==> src/rtl/note_pkg.sv <==
// Shared types and helpers for the note spawner (lane ids, FSM states, LFSR taps).
package note_pkg;

  typedef enum logic [1:0] {YELLOW = 2'd0, RED = 2'd1, GREEN = 2'd2, BLUE = 2'd3} lane_e;
  typedef enum logic [1:0] {IDLE, GAP, PICK, EMIT} spawn_state_e;

  localparam logic [15:0] LFSR_TAPS = 16'hB400;
  localparam int unsigned N_LANES   = 4;

  function automatic logic [N_LANES-1:0] lane_onehot(input logic [1:0] lane);
    return N_LANES'(1) << lane;
  endfunction

  // An all-zero Galois LFSR would lock up, so substitute 1.
  function automatic logic [15:0] seed_fix(input logic [15:0] seed);
    return (seed == 16'h0000) ? 16'h0001 : seed;
  endfunction

  function automatic logic [2:0] popcount4(input logic [3:0] v);
    return 3'(v[0]) + 3'(v[1]) + 3'(v[2]) + 3'(v[3]);
  endfunction

endpackage

==> src/rtl/lfsr16.sv <==
// 16-bit Galois LFSR stepped once per frame edge; reset loads the (zero-safe) seed.
module lfsr16
  import note_pkg::*;
(
  input  logic        Clk,
  input  logic        Reset,
  input  logic        step,
  input  logic [15:0] seed,
  output logic [15:0] q
);

  always_ff @(posedge Clk) begin
    if (Reset) begin
      q <= seed_fix(seed);
    end else if (step) begin
      q <= (q >> 1) ^ (q[0] ? LFSR_TAPS : 16'h0000);
    end
  end

endmodule

==> src/rtl/note_spawner.sv <==
// Frame-stepped lane spawn scheduler feeding the four sprite rng inputs.
// Optional NOTE_SPAWNER_CHORD_EN: also request the opposite lane when lfsr_q[15] is set.
module note_spawner
  import note_pkg::*;
#(
  parameter logic [15:0] LFSR_SEED = 16'hACE1,
  parameter logic [7:0]  SPAWN_GAP = 8'd30,
  parameter logic [3:0]  MAX_RETRY = 4'd8
) (
  input  logic               Clk,
  input  logic               Reset,
  input  logic               frame_clk,
  input  logic               enable,
  input  logic [N_LANES-1:0] lane_busy,
  output logic [N_LANES-1:0] rng,
  output logic [15:0]        spawn_count,
  output logic [15:0]        lfsr_q
);

  spawn_state_e       state;
  logic [7:0]         gap_cnt;
  logic [3:0]         retry_cnt;
  logic               frame_s1, frame_s2;
  logic               frame_edge;
  lane_e              lane;
  logic [1:0]         lane2;
  logic [N_LANES-1:0] pick_rng;
  logic [8:0]         jit_sum;
  logic [7:0]         jit_gap;
  logic [15:0]        count_inc;

  // Same two-flop edge detect as the sprites so every block steps on one clock.
  assign frame_edge = frame_s1 & ~frame_s2;

  lfsr16 u_lfsr (
    .Clk   (Clk),
    .Reset (Reset),
    .step  (frame_edge),
    .seed  (LFSR_SEED),
    .q     (lfsr_q)
  );

  always_comb begin
    lane     = lane_e'(lfsr_q[1:0]);
    lane2    = lfsr_q[1:0] + 2'd2;
    jit_sum  = {1'b0, SPAWN_GAP} + {5'b0, lfsr_q[5:2]};
    jit_gap  = jit_sum[8] ? 8'hFF : jit_sum[7:0];
    pick_rng = lane_onehot(lane);
`ifdef NOTE_SPAWNER_CHORD_EN
    if (lfsr_q[15] && !lane_busy[lane2]) begin
      pick_rng = pick_rng | lane_onehot(lane2);
    end
    count_inc = 16'(popcount4(rng));
`else
    count_inc = 16'd1;
`endif
  end

  always_ff @(posedge Clk) begin
    if (Reset) begin
      state       <= IDLE;
      rng         <= '0;
      spawn_count <= '0;
      gap_cnt     <= '0;
      retry_cnt   <= '0;
      frame_s1    <= 1'b0;
      frame_s2    <= 1'b0;
    end else begin
      frame_s1 <= frame_clk;
      frame_s2 <= frame_s1;
      if (frame_edge) begin
        if (!enable) begin
          state <= IDLE;
          rng   <= '0;
        end else begin
          unique case (state)
            IDLE: begin
              state   <= GAP;
              gap_cnt <= SPAWN_GAP;
            end
            GAP: begin
              if (gap_cnt == 8'd0) begin
                state     <= PICK;
                retry_cnt <= '0;
              end else begin
                gap_cnt <= gap_cnt - 8'd1;
              end
            end
            PICK: begin
              if (!lane_busy[lane]) begin
                state <= EMIT;
                rng   <= pick_rng;
              end else if (retry_cnt == MAX_RETRY - 4'd1) begin
                state   <= GAP;
                gap_cnt <= SPAWN_GAP;
              end else begin
                retry_cnt <= retry_cnt + 4'd1;
              end
            end
            EMIT: begin
              state       <= GAP;
              rng         <= '0;
              spawn_count <= spawn_count + count_inc;
              gap_cnt     <= jit_gap;
            end
            default: state <= IDLE;
          endcase
        end
      end
    end
  end

endmodule
==> config.mk <==
export PLATFORM = sky130hd
export DESIGN_NAME = note_spawner
export DESIGN_NICKNAME = d
export VERILOG_FILES = /design/src/rtl/note_pkg.sv /design/src/rtl/lfsr16.sv /design/src/rtl/note_spawner.sv
export SDC_FILE = /design/constraint.sdc
export NUM_CORES = 1
export LEC_CHECK = 0
export ABC_AREA = 1
export CELL_PAD_IN_SITES_DETAIL_PLACEMENT = 0
export CELL_PAD_IN_SITES_GLOBAL_PLACEMENT = 2
export CORE_AREA = 4 4 70 136
export CTS_BUF_LIST = sky130_fd_sc_hd__clkbuf_8
export CTS_CLUSTER_DIAMETER = 30
export DETAILED_ROUTE_END_ITERATION = 7
export DIE_AREA = 0 0 74 140
export PLACE_DENSITY = 0.81
export SLEW_MARGIN = 20
export SYNTH_ARGS = -nofsm -noshare
export SYNTH_HDL_FRONTEND = slang
export SYNTH_SLANG_ARGS = --single-unit
==> constraint.sdc <==
create_clock -name Clk -period 2.59 [get_ports Clk]
set_input_delay 0.259 -clock Clk [delete_from_list [all_inputs] [get_ports Clk]]
set_output_delay 0.259 -clock Clk [all_outputs]
set_load 0.01 [all_outputs]
==> qor.log <==
[yosys] post-synthesis cell area 0.00271 mm²
[clock_network] CTS clk-pin slew, worst paths 90 ps
[yosys] mean area per synthesized cell 6.83 µm²
[place] # placed instances 535
[critical_path] Crit path arrival time 1700 ps
[hold_path] Worst Hold Launch rng[2]
[yosys] fraction of synthesis flops using an asynchronous set or reset pin 0%
[routing] number of vias after detailed routing 2591
[critical_path] sort of element at the start of the critical path flop
[yosys] number of enable-type register cells in the synthesized netlist 0
[critical_path] Reg2Reg Setup Slack 890 ps
[final_layout] Final nets 456
[final_layout] diode count 0
[routing] remaining design rule violation count 0
[critical_path] worst reg2reg startpoint spawn_count[0]
[sta] worst slew pin tran 477 ps
[place] Port Buffer Count 43
[critical_path] CP peak stage delay 630 ps
[clock_network] TritonCTS sink count 52
[critical_path] worst r2r dst spawn_count[12]
[clock_network] CTS tree done
[routing] initial DRC count 66
[sta] Final Hold Viols 0
[critical_path] Setup crit end kind primary output
[floorplan] die width 74 µm
[yosys] share of synthesized area occupied by flip-flops and latches 38.4%
[clock_network] hold buffer count at CTS 0
[hold_path] endpoint of the worst hold-timing path rng[2]
[global_route] met1 track utilization from global routing 15.3%
[yosys] number of nets produced by synthesis 411
[sta] maximum frequency from static timing analysis 511 MHz
[yosys] Area contributors post-synth sky130_fd_sc_hd__dfxtp_1 (38%), sky130_fd_sc_hd__nand2_1 (14%), sky130_fd_sc_hd__nor2_1 (7.5%), sky130_fd_sc_hd__a21oi_1 (5.5%), sky130_fd_sc_hd__inv_1 (5.4%)
[floorplan] die outline height 140 µm
[routing] per-cell routed wire length 14.5 µm
[clock_network] cell at the root of the clock tree sky130_fd_sc_hd__clkbuf_8
[critical_path] Slowest-stage cell, CP sky130_fd_sc_hd__dfxtp_1
[final_layout] P&R area growth vs syn 23.1%
[critical_path] path depth of the worst reg2reg path 8
[floorplan] floorplan core area 0.00859 mm²
[final_layout] proportion of layout cells with a drive suffix above 1 8.13%
[floorplan] number of rows created at floorplan 48
[yosys] synthesized-area fraction occupied by and/or/nand/nor cells 36.7%
[clock_network] CTS-repair resized insts 0
[global_route] total routing resource utilization after global routing 16.3%
[global_route] global-route wire length before repair 12.9 mm
[yosys] number of warnings issued by yosys 0
[global_route] global-route track usage on met3 2.44%
[yosys] main combinational cell family by area after synthesis simple AND/OR/NAND/NOR gates
[global_route] vias in the first global route 2668
[hold_path] worst hold-check path type flop to flop
[routing] Routed Antenna Nets 0
[floorplan] die area 0.0104 mm²
[sta] post-layout min period 1960 ps
[clock_network] CTS buffer count 5
[floorplan] Top Ports 44
[sta] headroom to the max-slew limit 68.2%
[routing] number of detailed-route iterations in the first pass 4
[sta] crit share post-route 75.6%
[run] Max Cap Violations 0
[status] outcome finished, final reports clean
[sta] final-report max-slew violation count 0
[yosys] Synth cell types 35
[final_layout] final standard cell count with taps included and fillers excluded 543
[yosys] fraction of the mapped netlist area in compound gates 11.2%
[global_route] Most Used Layer, Global Route met2
[yosys] arithmetic-cell share of the synthesized area counting full adders, half adders and majority gates 2.77%
[yosys] number of synthesized register bits 52
[yosys] Synth area leader sky130_fd_sc_hd__dfxtp_1
[hold_path] worst hold stages 2
[sta] Setup TNS Final 0 ps
[power_and_ir_drop] Leak Pwr 0.00133 µW
[yosys] mux contribution to synthesized area 0%
[yosys] most frequent cells after synthesis sky130_fd_sc_hd__nand2_1 (102), sky130_fd_sc_hd__nor2_1 (54), sky130_fd_sc_hd__dfxtp_1 (52)
[global_route] maximum number of pins on one net before global-route repair 30
[global_route] met2 track demand over resource in global routing 33.1%
[global_route] antenna violations before repair 0
[place] weighted congestion reported at the end of routability-driven placement 0.781
[critical_path] chain of cells forming the critical path buf_4 > clkdlybuf4s50_1
[global_route] total gr overflow 0
[place] HPWL after detailed placement 6.15 mm
[routing] via density per instance 4.77
[sta] RSZ-0062 raised after global routing false
[floorplan] starting utilization of the core area 31.6%
[clock_network] deepest level of the CTS H-tree 2
[critical_path] classification of the worst setup path flop to primary output
[power_and_ir_drop] total power density per cell area 457 mW/mm²
[routing] Detailed Route WL 7.85 mm
[yosys] most repeated cell in the gate-level netlist after synthesis sky130_fd_sc_hd__nand2_1
[sta] final worst clock skew 8.89 ps
[clock_network] clock network latency to the later pin of the worst-skew pair 310 ps
[sta] total of endpoints with negative setup slack in the final report 0
[yosys] xor and xnor area share after synthesis 2.58%
[clock_network] clock buffer depth 2
[yosys] Synth Flop Type sky130_fd_sc_hd__dfxtp_1
[yosys] area share of the leading cell type in the synthesized netlist 38.4%
[critical_path] origin of the worst setup path u_lfsr.q[0]
[power_and_ir_drop] worst IR drop on VDD 0.000274 V
[critical_path] largest fanout on the critical path 9
[clock_network] number of post-CTS setup repair buffers 0
[yosys] cell count after synthesis 397
[critical_path] data required time of the critical path 2330 ps
==> layout make-up <==
cell class	count	area [µm²]
fill	965	5250
multi-input combinational	290	1440
sequential	52	1040
timing repair buffer	49	475
inverter	44	168
tap	100	125
clock buffer	5	68.8
clock inverter	3	16.3
==> per-layer routing <==
metal	wire length [µm]	vias up
met2	4770	38
met4	142	0
met5	0	-
met3	181	8
li1	-	1357
met1	2760	1188
==> stage by stage <==
step | util [%] | power (µW) | hold WS [ps] | setup WS [ps] | cell area [µm²]
after floorplan | - | 997 | 338 | 1080 | 2710
after global placement | 37.9 | 1090 | 456 | 758 | 3250
after detailed placement | 37.9 | 1090 | 462 | 707 | 3250
after CTS | 38.9 | 1570 | 474 | 587 | 3340
after global routing | 38.9 | 1620 | 489 | 549 | 3340
final | 38.9 | 1530 | 468 | 632 | 3340
==> flip-flops by register name, indices dropped and copies added, names as in the netlist <==
signal       flops
spawn_count     16
rng              4
gap_cnt          8
retry_cnt        4
frame_s1         1
frame_s2         1
state            2
u_lfsr.q        16
==> cell families (layout without fill, tap and decap cells) <==
group / count (synthesis) / after routing
AOI/OAI and AO/OA: 56 / 56
xor gates and xnor gates: 8 / 8
adders and majority gates: 6 / 6
buffers and inverters: 55 / 101
DFF: 52 / 52
and+or+nand+nor: 220 / 220
==> worst max-delay path by stage <==
stage                           end  slack [ps]  depth (start not counted)
floorplan           spawn_count[12]        1080                          8
global placement     spawn_count[9]         760                          9
detailed placement   spawn_count[5]         710                          7
CTS                       lfsr_q[0]         590                          2
global route              lfsr_q[0]         550                          2
finish                    lfsr_q[0]         630                          2
==> power breakdown <==
part	switching, µW	internal (µW)	leakage (µW)	total, µW
clock	274	186	0.0000507	460
combinational	124	90.5	0.000861	214
sequential	27.6	825	0.000423	852
==> placed cells by master, fill, tap and decap left out, drive strengths merged, types with 2 or more instances in the layout <==
cell           synthesis  routed
clkdlybuf4s50          0      43
nor4                   2       2
o31ai                  2       2
ha                     6       6
xnor2                  3       3
nand4                  4       4
clkbuf                 5       5
nor2                  61      61
o21ai                 18      18
nand3                 25      25
nor3                  16      16
buf                    6       6
a21oi                 31      31
nand2                110     110
xor2                   5       5
o211ai                 3       3
inv                   44      46
dfxtp                 52      52
==> critical path, delay by kind of cell (launching register included) <==
kind | cells | cell delay (ps)
buf+inv | 2 | 760
flops | 1 | 630
No activity file was read; power rests on OpenSTA's default activity.
